--- src/rtl/fpu_sgnj_pkg.sv ---
// Shared encodings and helpers for the FP sign-injection pipeline.
// Holds the format codes, operation bit indices, canonical NaNs and sign helpers.
package fpu_sgnj_pkg;

    typedef enum logic [1:0] {
        FMT_SP   = 2'b00,
        FMT_DP   = 2'b01,
        FMT_HP   = 2'b10,
        FMT_RSVD = 2'b11
    } fmt_e;

    localparam int OP_SGNJ  = 0;
    localparam int OP_SGNJN = 1;
    localparam int OP_SGNJX = 2;

    localparam logic [31:0] CANON_NAN_SP = 32'h7FC0_0000;
    localparam logic [15:0] CANON_NAN_HP = 16'h7E00;

    // Bit index of the sign for each format; reserved maps to 0 and is squashed later.
    function automatic logic [6:0] sign_pos(input fmt_e fmt);
        case (fmt)
            FMT_SP:  return 7'd31;
            FMT_DP:  return 7'd63;
            FMT_HP:  return 7'd15;
            default: return 7'd0;
        endcase
    endfunction

    // Fixed priority: SGNJ over SGNJN over SGNJX; no bit set clears the sign.
    function automatic logic sel_sign(input logic [2:0] op, input logic s1, input logic s2);
        if (op[OP_SGNJ])       return s2;
        else if (op[OP_SGNJN]) return ~s2;
        else if (op[OP_SGNJX]) return s1 ^ s2;
        else                   return 1'b0;
    endfunction

endpackage

--- src/rtl/fp_sgnj_core.sv ---
// Combinational stage-0 datapath: format decode, sign selection and upper-bit box/fill.
// FPU_NANBOX_CHECK_EN enables NaN-box checking of SP/HP operands and boxing of results.
module fp_sgnj_core
    import fpu_sgnj_pkg::*;
#(
    parameter int FLEN = 64
) (
    input  logic [FLEN-1:0] in1,
    input  logic [FLEN-1:0] in2,
    input  logic [1:0]      fmt,
    input  logic [2:0]      operation,
    output logic [FLEN-1:0] result,
    output logic            illegal
);

`ifdef FPU_NANBOX_CHECK_EN
    localparam bit NANBOX_EN = 1'b1;
`else
    localparam bit NANBOX_EN = 1'b0;
`endif

    fmt_e            fmt_dec;
    logic [6:0]      pos;
    logic            narrow;
    logic [FLEN-1:0] fmt_mask;
    logic [FLEN-1:0] sign_mask;
    logic [FLEN-1:0] canon;
    logic [FLEN-1:0] a1;
    logic [FLEN-1:0] a2;
    logic            s1;
    logic            s2;
    logic            sign;

    // NOTE: every output of this block is assigned before any conditional use,
    // so no path leaves a value unassigned and no latch is inferred.
    always_comb begin
        fmt_dec = fmt_e'(fmt);
        illegal = (fmt_dec == FMT_RSVD) || ((fmt_dec == FMT_DP) && (FLEN < 64));
        pos     = sign_pos(fmt_dec);

        // A format narrower than FLEN has upper bits that need boxing or filling.
        narrow    = ((fmt_dec == FMT_SP) || (fmt_dec == FMT_HP)) && (int'(pos) + 1 < FLEN);
        fmt_mask  = narrow ? ((FLEN'(1) << (pos + 7'd1)) - FLEN'(1)) : '1;
        sign_mask = FLEN'(1) << pos;
        canon     = (fmt_dec == FMT_HP) ? FLEN'(CANON_NAN_HP) : FLEN'(CANON_NAN_SP);

        a1 = in1;
        a2 = in2;
        if (NANBOX_EN && narrow) begin
            if (!(&(in1 | fmt_mask))) a1 = canon;
            if (!(&(in2 | fmt_mask))) a2 = canon;
        end

        s1   = |(a1 & sign_mask);
        s2   = |(a2 & sign_mask);
        sign = sel_sign(operation, s1, s2);

        result = (a1 & fmt_mask & ~sign_mask) | (sign ? sign_mask : '0);
        if (NANBOX_EN && narrow) result = result | ~fmt_mask;
        if (illegal)             result = '0;
    end

endmodule

--- src/rtl/fp_sign_inject_pipe.sv ---
// Valid/ready pipelined FP sign-injection unit: stage 0 computes, later stages only hold.
// Optional NaN-boxing is selected in fp_sgnj_core by FPU_NANBOX_CHECK_EN.
module fp_sign_inject_pipe
    import fpu_sgnj_pkg::*;
#(
    parameter int FLEN    = 64,
    parameter int LATENCY = 2,
    parameter int ID_W    = 5
) (
    input  logic            clk,
    input  logic            rst_n,
    input  logic            flush,
    input  logic            in_valid,
    output logic            in_ready,
    input  logic [FLEN-1:0] input_1,
    input  logic [FLEN-1:0] input_2,
    input  logic [1:0]      fmt,
    input  logic [2:0]      operation,
    input  logic [ID_W-1:0] in_id,
    output logic            out_valid,
    input  logic            out_ready,
    output logic [FLEN-1:0] result,
    output logic [ID_W-1:0] out_id,
    output logic            out_illegal
);

    logic [FLEN-1:0]    core_data;
    logic               core_ill;

    logic [LATENCY-1:0] stg_valid;
    logic [FLEN-1:0]    stg_data [LATENCY];
    logic [ID_W-1:0]    stg_id   [LATENCY];
    logic [LATENCY-1:0] stg_ill;

    // rdy[k]: stage k may be written this cycle; rdy[LATENCY] is the downstream sink.
    logic [LATENCY:0]   rdy;
    logic [LATENCY-1:0] load_valid;
    logic [FLEN-1:0]    load_data [LATENCY];
    logic [ID_W-1:0]    load_id   [LATENCY];
    logic [LATENCY-1:0] load_ill;

    fp_sgnj_core #(.FLEN(FLEN)) u_core (
        .in1       (input_1),
        .in2       (input_2),
        .fmt       (fmt),
        .operation (operation),
        .result    (core_data),
        .illegal   (core_ill)
    );

    assign rdy[LATENCY] = out_ready;
    assign in_ready     = rdy[0] && !flush;

    for (genvar k = 0; k < LATENCY; k++) begin : g_chain
        assign rdy[k] = !stg_valid[k] || rdy[k+1];
        if (k == 0) begin : g_head
            assign load_valid[k] = in_valid && in_ready;
            assign load_data[k]  = core_data;
            assign load_id[k]    = in_id;
            assign load_ill[k]   = core_ill;
        end else begin : g_body
            assign load_valid[k] = stg_valid[k-1];
            assign load_data[k]  = stg_data[k-1];
            assign load_id[k]    = stg_id[k-1];
            assign load_ill[k]   = stg_ill[k-1];
        end
    end

    // NOTE: pipeline payload registers are reset as well as the valids, so the
    // outputs read zero out of reset rather than whatever the flops powered up as.
    // NOTE: all state here uses non-blocking assignment so every stage samples the
    // pre-edge value of its predecessor.
    always_ff @(posedge clk or negedge rst_n) begin
        if (!rst_n) begin
            stg_valid <= '0;
            stg_ill   <= '0;
            for (int k = 0; k < LATENCY; k++) begin
                stg_data[k] <= '0;
                stg_id[k]   <= '0;
            end
        end else if (flush) begin
            stg_valid <= '0;
        end else begin
            for (int k = 0; k < LATENCY; k++) begin
                if (rdy[k]) begin
                    stg_valid[k] <= load_valid[k];
                    if (load_valid[k]) begin
                        stg_data[k] <= load_data[k];
                        stg_id[k]   <= load_id[k];
                        stg_ill[k]  <= load_ill[k];
                    end
                end
            end
        end
    end

    assign out_valid   = stg_valid[LATENCY-1];
    assign result      = stg_data[LATENCY-1];
    assign out_id      = stg_id[LATENCY-1];
    assign out_illegal = stg_ill[LATENCY-1];

endmodule
--- config.mk ---
export PLATFORM = sky130hd
export DESIGN_NAME = fp_sign_inject_pipe
export DESIGN_NICKNAME = d
export VERILOG_FILES = /design/src/rtl/fpu_sgnj_pkg.sv /design/src/rtl/fp_sgnj_core.sv /design/src/rtl/fp_sign_inject_pipe.sv
export SDC_FILE = /design/constraint.sdc
export NUM_CORES = 1
export LEC_CHECK = 0
export BUFFER_PORTS_ARGS = -buffer_cell sky130_fd_sc_hd__buf_2
export CAP_MARGIN = 40
export CORE_ASPECT_RATIO = 1.1
export CORE_UTILIZATION = 48
export DETAILED_ROUTE_END_ITERATION = 8
export GPL_ROUTABILITY_DRIVEN = 1
export GPL_TIMING_DRIVEN = 0
export PLACE_DENSITY = 0.83
export RECOVER_POWER = 25
export SETUP_SLACK_MARGIN = 0.02
export SLEW_MARGIN = 20
export SYNTH_ARGS = -nofsm -noshare
export SYNTH_HDL_FRONTEND = slang
export SYNTH_SLANG_ARGS = --single-unit
--- constraint.sdc ---
create_clock -name clk -period 1.85 [get_ports clk]
set_clock_uncertainty 0.05 [all_clocks]
set_input_delay 0.555 -clock clk [delete_from_list [all_inputs] [get_ports clk]]
set_output_delay 0.555 -clock clk [all_outputs]
set_load 0.01 [all_outputs]
==> results by stage, run 1 <==
Logic synthesis:
- dfrtp_1 takes more of the synthesized area than any other cell.
- Sequential cells were found to cover 66.9% of the synthesized design area.
- Counting every net in the synthesized netlist gives 509.
- During synthesis, Yosys emitted a total of 0 warnings.
- In the synthesized netlist, the number of instances is around 370.
- The cell area after synthesis is around 0.0053 mm².
- By area the synthesized netlist is led by dfrtp_1 67%, mux2_2 16%, a22o_1 7.6%.
- A synthesized cell averages around 15 µm².
- The unique cell type count in the Yosys netlist is 22.
- After synthesis the netlist holds a flip-flop and latch count of between 100 and 150.
- After synthesis, the largest area contributor takes up between 60% and 70% of total cell area.

Setup path:
- The largest delay contributor family on the critical path is flip-flops.
- Traced cell by cell, the critical path runs through nor2b_4, a21oi_2, buf_2.
- The worst register-to-register path has a depth of 6.
- The kind of end point of the critical path is an output pin.
- The data required time at the worst endpoint is between 1000 and 1500 ps.
- The critical path buffer and inverter count is 1.
- In this run the critical register-to-register path is captured at load_data[13].
- The flop-to-flop setup slack is approximately 110 ps.
- In this design, the stage delay of the slowest critical-path cell is just under 400 ps.
- Data arrives at the worst endpoint at around 1200 ps.
- The slowest stage of the critical path belongs to the cell dfrtp_1.
- Of all nets on the critical path, the largest fanout is 3.
- The startpoint type of the worst setup path is a register.
- The type of the setup path with the least slack is register to output pin.
- The critical path crosses 3 cells after its start point.
- The reg-to-reg critical path startpoint is stg_valid[0].

Final layout:
- Across the whole layout, storage elements account for ~0.0036 mm².
- In the layout the commonest cells are 163 x buf_2, 142 x dfrtp_1, 74 x mux2_2, 46 x a22o_1, 32 x nand2_1.
- Leaving out fill and tap cells, the most frequent cell in the layout is buf_2.
- The design area is between 0.006 and 0.007 mm².
- The area growth from synthesis to layout is 30.2%.
- Counting the fill cells in the layout gives about 800.
- The number of nets in the layout is between 600 and 700.
- The post-route netlist has 51.0% of its cells at a drive strength greater than 1.
- The multi-input combinational cells in the finished layout cover a total of ~0.0017 mm².

Floorplan:
- For this design the top-level I/O count stands at roughly 220.
- The initialized floorplan defines 39 standard-cell rows.
- The die is 112 µm tall.
- The floorplan step defined a die boundary enclosing around 0.011 mm².
- After floorplanning, the core was sized to cover around 0.011 mm².
- The horizontal die dimension is approximately 100 µm.
- The initial core utilization is around 50%.

Outcome:
- The flow ran to the end, and the final reports show no timing, DRC or antenna violations.

Detailed routing:
- After detailed routing, the number of vias per cell comes to between 5 and 6.
- In the final routed layout, each cell accounts on average for between 15 and 20 µm.
- The detailed router finished its first iteration with between 90 and 100 violations.
- The total number of vias is 3,667.
- The number of nets still failing antenna checks after routing is 0.
- In the routed design, unresolved DRC markers number 0.
- The number of detailed-routing iterations run before antenna repair is 4.
- The final wirelength is ~12 mm.

Global routing:
- The initial antenna violation count was 2.
- The via count of the first global-routing pass is slightly below 4,000.
- The pin count of the biggest net entering global routing is 78.
- The first global-routing pass estimated a little under 20 mm of wire.
- The aggregate global routing overflow is 0.
- For this run, the total global-route usage over all layers was measured as a little under a quarter.

Power:
- The total internal power is roughly 6.4 mW.
- In this run the power density over the cells is roughly 1200 mW/mm².
- The fraction of power consumed by sequential logic is approximately 45%.
- Of the total power, the clock network draws about two fifths.
- The fraction of power spent switching nets is around a quarter.
- VDD sags by at most between 0.0005 and 0.0006 V.
- For this design the static power due to leakage is about 3.6 nW.
- For this design the total switching power over the nets is about 2.0 mW.
- The overall power is approximately 8.4 mW.
- Combinational logic burns 14.3% of the power.

STA:
- The worst path uses around 97% of the clock period.
- The final critical path time including I/O delays and setup is 1800 ps.
- Setup violations remaining at the end of the flow were counted as 0.
- The headroom to the max-slew limit is about two fifths.
- Based on the critical path, the design can be clocked at up to between 0.5 and 0.6 GHz.
- The number of hold violations in the final report is 0.
- The max-slew violation total from the final report came to 0.
- At the pin with the least slew margin, the transition time is ~900 ps.

Clock tree:
- Clock tree synthesis inserted a total of 17 buffers.
- The clock net in this run drives a total of 142 sinks.
- In this run the number of H-tree levels came out at 4.
- Clock tree synthesis selected as its root buffer the cell clkbuf_16.
- In this run the deepest clock path goes through 2 buffers.
- The clock-pin slew on the worst setup and hold paths is 60 ps.
- The insertion delay to the later sink of the worst-skew pair is 410 ps.
- Buffers inserted to repair hold after CTS numbered 0.
- The TritonCTS clock tree is built.

Placement:
- The detailed placer's ending HPWL is 8.58 mm.
- In this run the tool buffered the top-level ports with 153 buffer cells.
- Routability-driven placement finished with a final weighted congestion of ~0.75.
- The placement-stage cell area is about 0.0063 mm².

Flow run:
- Across the run, the number of max-cap violations was 0.

Min path:
- The path class of the tightest hold or removal check is input pin to asynchronous set/reset pin.
## routing by layer
| metal | GRT usage [%] | vias up | wire length, µm |
|---|---|---|---|
| met1 | 28.5 | 1882 | 5050 |
| met5 | 0 | - | 16 |
| met2 | 37.5 | 112 | 6200 |
| met4 | 6.57 | 2 | 85 |
| li1 | - | 1659 | - |
| met3 | 7.41 | 12 | 784 |
## per-stage QoR
stage	setup TNS [ps]	std cells	setup WS, ps	hold slack (ps)	utilization [%]
global placement	-275580	662	-1610	408	59.1
CTS	0	692	9.21	48.4	65.4
global route	-1.83	692	-1.83	297	65.3
detailed placement	-55510	663	-529	416	59.5
floorplan	0	366	87.6	209	-
finish	0	693	48.8	238	65.4
## power groups by stage
stage / logic [mW] / registers (mW) / clock network, mW
after global placement: 1.16 / 3.80 / 0
after floorplan: 0.493 / 3.93 / 0
after global routing: 1.32 / 3.84 / 3.66
final: 1.20 / 3.78 / 3.46
after detailed placement: 1.21 / 3.83 / 0
after CTS: 1.23 / 3.78 / 3.52
## Yosys cell counts
cell type / instances
a21oi_1: 6
a22o_1: 46
a22oi_1: 1
a2bb2oi_1: 1
buf_1: 2
buf_2: 15
clkbuf_1: 7
dfrtp_1: 142
inv_1: 4
mux2_2: 74
mux2i_1: 3
mux4_2: 1
nand2_1: 32
nand3b_1: 2
nor2_1: 5
nor2b_1: 2
nor3_1: 1
nor3b_1: 1
nor4b_1: 1
o21ai_0: 16
o41ai_1: 3
or3b_1: 1
## how the worst max path moves through the flow
stage	startpoint	to	slack, ps
finish	stg_valid[1]	in_ready	50
global route	stg_valid[0]	load_data[10]	-2
CTS	stg_valid[1]	in_ready	9
detailed placement	out_ready	load_data[35]	-530
global placement	rst_n	load_data[51]	-1610
floorplan	out_ready	out_id[4]	90
## worst reg2reg max path, stage by stage, from the launching register on
cell and delay, ps:
dfrtp_1 420, nand3b_1 140, nand3b_1 110, clkbuf_4 230
a21oi_4 250, buf_2 300, a22o_1 180
## cells by family (layout without fill, tap and decap cells)
logic type             Yosys count  count (layout)  share of synthesized area [%]
buffers and inverters           28             211                           2.33
flip-flops                     142             142                           66.9
AO/OA/AOI/OAI                   73              73                           10.5
other                            0               1                              0
AND/OR/NAND/NOR                 45              45                           3.70
multiplexers                    78              78                           16.7
## sequential cells by signal, summed over array words and instances, names as in the netlist
| name | count |
|---|---|
| result | 64 |
| load_id | 5 |
| load_data | 64 |
| out_id | 5 |
| stg_ill | 2 |
| stg_valid | 2 |
## area by class of cell
type / instances / share of cell area (%)
multi-input combinational: 196 / 24.2
inverter: 4 / 0.217
tap: 143 / 2.58
clock inverter: 12 / 2.48
buffer: 23 / 1.70
antenna: 1 / 0.0362
sequential: 142 / 51.3
timing repair buffer: 154 / 11.3
clock buffer: 18 / 6.20
## timing repair
action	CTS	global route
endpoints found under the setup margin	110	32
pin swaps	1	0
buffers inserted	0	0
gates resized for setup	8	7
Power figures use the tool's default switching activity.
==> run 2: changes to the inputs <==
Settings changed: ABC_AREA from default to 1, CORE_UTILIZATION 48 to 49, PLACE_DENSITY 0.83 to 0.84.
==> run 2 against run 1 <==
The run now ends with capacitance limit, slew limit, setup timing left. Sequential power about the same. Largest power group unchanged. Via count up 23%. Die area up 3.7%. Flip-flop and latch count stayed put. Wire length rose by 9.1%. Count of clock-buffer cells in the layout up 3. Combinational power is 6% higher. Utilization rose by 0.18 points. Setup slack worse by 53 ps.
==> results by stage, run 2 <==
Setup path:
- The startpoint type of the worst setup path is a register.
- The top fanout value on the critical path is 2.
- In this design, the stage delay of the slowest critical-path cell is ~360 ps.
- Among all stages on the critical path, the largest delay is contributed by dfrtp_1.
- STA classifies the critical path endpoint as an output pin.
- The most frequent cell on the critical path is nand2_2.
- Data on the critical path is required at its endpoint by ~1200 ps.
- The largest delay contributor family on the critical path is flip-flops.
- Traced cell by cell, the critical path runs through inv_2, nor2_4, nand2_2, nand2_2, inv_4, buf_6.
- Together, buffers and inverters on the worst path number 3.
- The type of the setup path with the least slack is register to output pin.
- STA puts the critical path data arrival time at about 1300 ps.

Placement:
- Input and output buffers added on the ports amount to between 150 and 200.
- The detailed placer's ending HPWL is between 9 and 10 mm.
- The placement-stage cell area is roughly 0.0066 mm².
- Routability-driven placement finished with a final weighted congestion of 0.883.

Detailed routing:
- Summed over all layers, the routed wires come to between 10 and 15 mm.
- Dividing the detail-routed via count by the number of cells gives ~5.
- The total number of vias is between 4,000 and 5,000.
- The number of detailed-routing iterations run before antenna repair is 4.
- The initial detailed-routing violation count is ~240.
- In the routed design, unresolved DRC markers number 0.
- In the final routed layout, each cell accounts on average for between 10 and 15 µm.
- Once detail routing completed, the nets flagged for antenna violations numbered 0.

Clock tree:
- Counting every sink on the clock net gives ~140.
- The TritonCTS clock tree is built.
- The clock-pin slew on the worst setup and hold paths is around 60 ps.
- The TritonCTS buffer count is 17.
- In this run the deepest clock path goes through 2 buffers.
- Clock latency on the worst-skew pair, taken at its later pin, is slightly above 400 ps.
- CTS built an H-tree with a depth of 4.
- Clock tree synthesis selected as its root buffer the cell clkbuf_16.

Logic synthesis:
- Summing the areas of all and, or, nand and nor instances in the mapped netlist gives between 10% and 20% of the synthesized area.
- In the synthesized netlist, the cells that appear most often are 142 x dfrtp_1, 131 x nand2_1, 93 x o21ai_0.
- The async set or reset register ratio after synthesis is 100%.
- The flop and latch count out of synthesis is 142.
- The area share of the leading cell type in the synthesized netlist is a little over three fifths.
- The most instantiated library cell after synthesis is dfrtp_1.
- The dominant synthesized flop cell is dfrtp_1.
- The compound-cell area share of the yosys netlist is between 10 and 15%.
- The number of nets produced by synthesis is between 700 and 800.
- In this run, distinct cell masters in the synthesized netlist total 25.
- The cell taking the most area after synthesis is dfrtp_1.
- Sorting the synthesized cells by area gives the leading types as dfrtp_1 63%, nand2_1 8.7%, o21ai_0 8.3%.
- The number of enable-type register cells in the synthesized netlist is 0.
- The cell area after synthesis is about 0.0056 mm².
- The adder-cell area share of the yosys netlist is 0%.
- Of the total synthesized cell area, the portion taken by XOR and XNOR cells is 0%.
- The synthesized area per cell is 9.93 µm².
- Of the synthesized area, sequential elements account for between 60% and 70%.
- Synthesis produced roughly 570 cells.
- The multiplexer fraction of the synthesized cell area is less than 1%.
- After synthesis, the largest family of logic cells by area is compound AO/OA/AOI/OAI gates.
- Yosys printed 0 warnings.

STA:
- The routed design could run at a clock period as short as 1850 ps.
- Final hold analysis gives a worst-case slack of between 300 and 400 ps.
- The count of endpoints failing setup in the final report is 1.
- The final sum of negative setup slack is -4.35 ps.
- Timing would allow up to around 0.54 GHz.
- The number of hold violations in the final report is 0.
- The headroom to the max-slew limit is -0.629%.
- The max-slew violation total from the final report is 66.
- In the post-route analysis, the smallest setup slack over all paths is -4.35 ps.
- Setup repair after global routing could not meet its margin everywhere.
- At the pin with the least slew margin, the transition time is between 1500 and 2000 ps.
- The fraction of the cycle the final worst path needs is 100%.

Floorplan:
- After floorplanning, the core was sized to cover 0.0111 mm².
- The number of placement rows is 40.
- The total I/O pin count is between 200 and 250.
- For this configuration, the core starts out at a cell density of ~50%.
- The vertical extent of the die is 114 µm.
- The die area is approximately 0.012 mm².
- The die is ~100 µm wide.

Final layout:
- The share of final-layout standard cells stronger than drive strength 1 is 34.3%.
- Leaving out fill and tap cells, the most frequent cells in the layout are 173 x buf_2, 142 x dfrtp_1, 130 x nand2_1, 93 x o21ai_0, 78 x inv_1.
- The repair_antennas step left the layout with diodes totalling 0.
- After filler insertion, the fill cell instance count of the layout stands at about 870.
- With fillers left out, the area of the finished cells amounts to 0.00725 mm².
- Compared with the post-synthesis result, the final layout area differs by 28.8%.
- Leaving out fill and tap cells, the most frequent cell in the layout is buf_2.
- The number of nets in the layout is roughly 890.

Outcome:
- The flow ran to the end, but the final reports show violations.
- The final reports fail on capacitance limit, slew limit, setup timing.

Global routing:
- The initial antenna violation count was 0.
- Entering global routing, the biggest net connects 77 pins.
- The via count of the first global-routing pass is 4,572.
- The first global-routing pass estimated 22.0 mm of wire.
- For this run the aggregate overflow at the end of global routing stands at 0.
- The total global routing track utilization is approximately a quarter.

Power:
- The completed layout was analyzed and its total power is approximately 8.5 mW.
- In this run the static leakage power is ~3.7 nW.
- IR analysis of the VDD net gives a maximum drop of roughly 0.00054 V.
- The ratio of total power to cell area is 1170 mW/mm².

Min path:
- The type of the tightest min-delay check is input pin to register.

Flow run:
- The reported max-cap violation count is 1.
[run 2: changes by cell type after synthesis, sizes merged, moves of 3 or more]
cell,before,now
a22o,46,0
buf,17,25
clkbuf,7,4
inv,4,84
mux2,74,1
mux2i,3,0
nand2,32,135
nand3,0,22
nand4,0,3
o21ai,16,140
o41ai,3,0
[run 2: tightest hold or removal path, cell delays in order]
cell and delay [ps]:
buf_2 70, nand2_1 40, o21ai_1 60
[run 2: path summary, 6_finish.rpt]
kind | from | to | slack, ps | depth (start not counted)
max | stg_valid[1] | in_ready | -4 | 6
min reg2reg | out_id[4] | out_id[4] | 430 | 2
min | input_1[8] | load_data[8] | 300 | 3
max in group asynchronous | rst_n | stg_valid[0] | 260 | 2
min in group asynchronous | rst_n | load_data[41] | 460 | 1
max reg2reg | stg_valid[1] | load_data[38] | 150 | 10
[run 2: layout make-up]
| class | count | area (µm²) | area share, % |
|---|---|---|---|
| Buffer | 29 | 175 | 2.42 |
| Clock buffer | 21 | 460 | 6.35 |
| Sequential cell | 142 | 3550 | 49.0 |
| Inverter | 84 | 323 | 4.45 |
| Multi-Input combinational cell | 312 | 1590 | 21.9 |
| Timing Repair Buffer | 158 | 827 | 11.4 |
| Tap cell | 147 | 184 | 2.54 |
| Clock inverter | 11 | 140 | 1.93 |
[run 2: kinds of logic (layout without fill, tap and decap cells)]
kind of cell           after synthesis  in the layout
multiplexers                         1              1
AO/OA/AOI/OAI                      145            145
buffers and inverters              113            303
AND/OR/NAND/NOR                    166            166
flip-flops                         142            142
[run 2: power breakdown]
group | switching, mW | internal [mW]
Clock | 1.24 | 2.18
Combinational | 0.758 | 0.511
Sequential | 0.207 | 3.55
[run 2: timing repair]
item	in CTS	in global routing
buffers inserted	1	2
hold buffers	0	0
endpoints found under the setup margin	1	1
pin swaps	0	3
resized for setup	1	3
[run 2: layer usage]
layer | up-vias | part of all wire [%] | GRT usage, %
met5 | - | 0 | 0
met4 | 0 | 1.9 | 11.0
met3 | 22 | 5.9 | 6.26
li1 | 2151 | - | -
met1 | 2176 | 43 | 29.8
met2 | 150 | 50 | 39.6
[run 2: through the flow]
stage | utilization, % | setup WS [ps] | cells
after global placement | 59.5 | -1630 | 868
after global routing | 65.5 | -91.7 | 904
after floorplan | - | 329 | 567
final | 65.5 | -4.35 | 904
after detailed placement | 59.9 | -62.9 | 869
after CTS | 65.4 | -22.8 | 902
==> run 3: changes to the inputs <==
Settings changed: CORE_ASPECT_RATIO 1.1 to 0.8, RECOVER_POWER 25 to default.
==> run 3 against run 2 <==
The run now ends clean. Highest routed layer unchanged. Critical endpoint unchanged. Combinational power about the same. Count of clock-buffer cells in the layout up 1. Via count up 0.84%. Register-to-register slack worse by 30 ps. Die area about the same. Sequential share of layout area down 0.076 points. First-iteration DRC count up 9.1%. Cell count down 0.33%. Setup slack better by 40 ps.
==> results by stage, run 3 (same netlist as run 2, synthesis figures left out) <==
Outcome:
- The flow ran to the end, and the final reports show no timing, DRC or antenna violations.

Final layout:
- Leaving out fill and tap cells, the most frequent cells in the layout are 170 x buf_2, 142 x dfrtp_1, 130 x nand2_1, 93 x o21ai_0, 77 x inv_1.
- The count of cells in the finished layout, fillers not included, comes to between 900 and 1,000.
- The number of nets in the layout is 887.
- The number of diodes is 0.
- The area growth from synthesis to layout is 29.0%.
- Leaving out fill and tap cells, the most frequent cell in the layout is buf_2.
- The share of final-layout standard cells stronger than drive strength 1 is 34.7%.

Detailed routing:
- The post-route met1 wirelength is approximately 6 mm.
- The count of nets left with antenna violations once routing finished came out at 0.
- Dividing the detail-routed via count by the number of cells gives between 5 and 6.
- The initial detailed-routing violation count is roughly 260.
- The number of DRC violations after detailed routing is 0.
- For this block, the via count after detailed routing is between 4,000 and 5,000.
- The total met2 wirelength after detailed routing is around 6.8 mm.
- The highest routing layer actually used is met4.
- The wire length per cell after detailed routing is between 15 and 20 µm.
- The met3 routed wirelength is between 800 and 900 µm.
- Before antenna repair, the detailed router went through 5 iterations.
- Summed over all layers, the routed wires come to 13.7 mm.

Power:
- The ratio of total power to cell area is around 1200 mW/mm².
- The worst-case IR drop observed on VDD is between 0.0007 and 0.0008 V.
- Summed over all cells, the static leakage comes to between 3 and 4 nW.

STA:
- At the pin with the least slew margin, the transition time is between 400 and 500 ps.
- The number of hold violations in the final report came to 0.
- In the finished design, the share of the clock period the worst path needs comes to 98.1%.
- For this run, the top clock speed supported by timing is between 0.5 and 0.6 GHz.
- The headroom to the max-slew limit is between 60% and 70%.
- The max-slew violation total from the final report is 0.
- The final critical path time including I/O delays and setup is between 1500 and 2000 ps.
- Setup violations remaining at the end of the flow were counted as 0.
- Setup repair after global routing could not meet its margin everywhere.
- Adding up every negative setup slack in the final design gives 0 ps.

Clock tree:
- The TritonCTS buffer count is 17.
- The deepest clock path buffer count is 2.
- The clock tree synthesis step divided the H-tree into 4 levels.
- The quantity of hold-fixing buffers added after cts is 0.
- After clock tree synthesis, the clock-pin slew on the worst setup and hold paths is ~60 ps.
- Clock tree synthesis found a total of approximately 140 sinks.
- TritonCTS built the clock tree.
- The library cell used as clock root buffer is clkbuf_16.
- The later pin in the worst-skew pair is clocked with a latency of just over 400 ps.

Floorplan:
- The floorplan step set the die height to 97.9 µm.
- The number of placement rows is 34.
- The area of the placeable core is 0.0110 mm².
- The initial utilization of the core area, before any placement, comes to 51.1%.
- The die area is ~0.012 mm².
- The total I/O pin count is between 200 and 250.
- The die is approximately 120 µm wide.

Setup path:
- For the worst setup path, the data required time is 1240 ps.
- Setup slack on the worst reg-to-reg path comes out at 120 ps.
- The signal arrival time at the worst endpoint is approximately 1200 ps.
- The critical path is of the register to output pin type.
- Of all nets on the critical path, the largest fanout is 2.
- The startpoint type of the worst setup path is a register.
- The worst setup path is captured at an output pin.

Placement:
- The cell count after placement is just under 900.
- Summed over all nets, the half-perimeter wirelength after detailed placement is around 9.5 mm.
- The congestion estimate from routability-driven global placement came to around 0.82.
- The count of buffers from port buffering is ~150.

Global routing:
- The total global routing track utilization is between 20% and 30%.
- The initial antenna violation count was 0.
- The via count of the first global-routing pass was ~4,600.
- The global-route wire length before repair is between 20 and 25 mm.
- The aggregate global routing overflow is 0.
- Entering global routing, the biggest net connects 80 pins.

Min path:
- The type of the tightest min-delay check is input pin to asynchronous set/reset pin.

Flow run:
- The tool flagged a number of max-cap violations equal to 0.
[run 3: worst paths after layout]
kind                                   start            end  depth (start not counted)
worst max-delay path            stg_valid[1]       in_ready                          6
worst min-delay path                   rst_n     result[30]                          1
worst max register to register  stg_valid[1]     result[37]                          9
worst min register to register    result[32]     result[32]                          2
max in group asynchronous              rst_n  load_data[63]                          2
min in group clk                 input_1[46]  load_data[46]                          3
[run 3: worst max-delay path, stage by stage (launching register included)]
cell and delay, ps:
dfrtp_1 360, inv_2 50, nor2_4 90, nand2_2 60, nand2_2 80, inv_4 40, buf_6 110
[run 3: power by group]
part | internal (mW) | switching [mW] | total [mW]
registers | 3.55 | 0.212 | 3.77
logic | 0.515 | 0.766 | 1.28
clock network | 2.09 | 1.27 | 3.36
[run 3: stage by stage]
stage	utilization, %	hold slack, ps	setup slack [ps]	power (mW)	area, µm²
final	65.9	13.2	35.9	8.40	7260
after global routing	65.9	48.7	-25.9	8.79	7260
after CTS	65.7	34.5	-3.56	8.46	7240
after detailed placement	60.1	418	-58.2	5.08	6620
after global placement	59.7	411	-1640	4.99	6580
after floorplan	-	209	329	4.43	5630
[run 3: area by class of cell]
class | count | area, µm²
Buffer | 29 | 181
Clock buffer | 22 | 474
Clock inverter | 10 | 113
Fill cell | 841 | 3760
Inverter | 84 | 323
Multi-Input combinational cell | 312 | 1600
Sequential cell | 142 | 3550
Tap cell | 144 | 180
Timing Repair Buffer | 158 | 837
[run 3: routing by layer]
metal / up-vias / track usage [%]
met5: - / 0
met4: 0 / 9.02
met3: 13 / 4.73
met2: 153 / 39.1
met1: 2222 / 34.2
li1: 2149 / -
[run 3: what timing repair did]
action                                  in CTS  in global routing
endpoints found under the setup margin       1                 73
hold endpoints to repair                     0                  0
setup buffers                                3                  0
pin swaps                                    3                  3
gates resized for setup                      2                  9
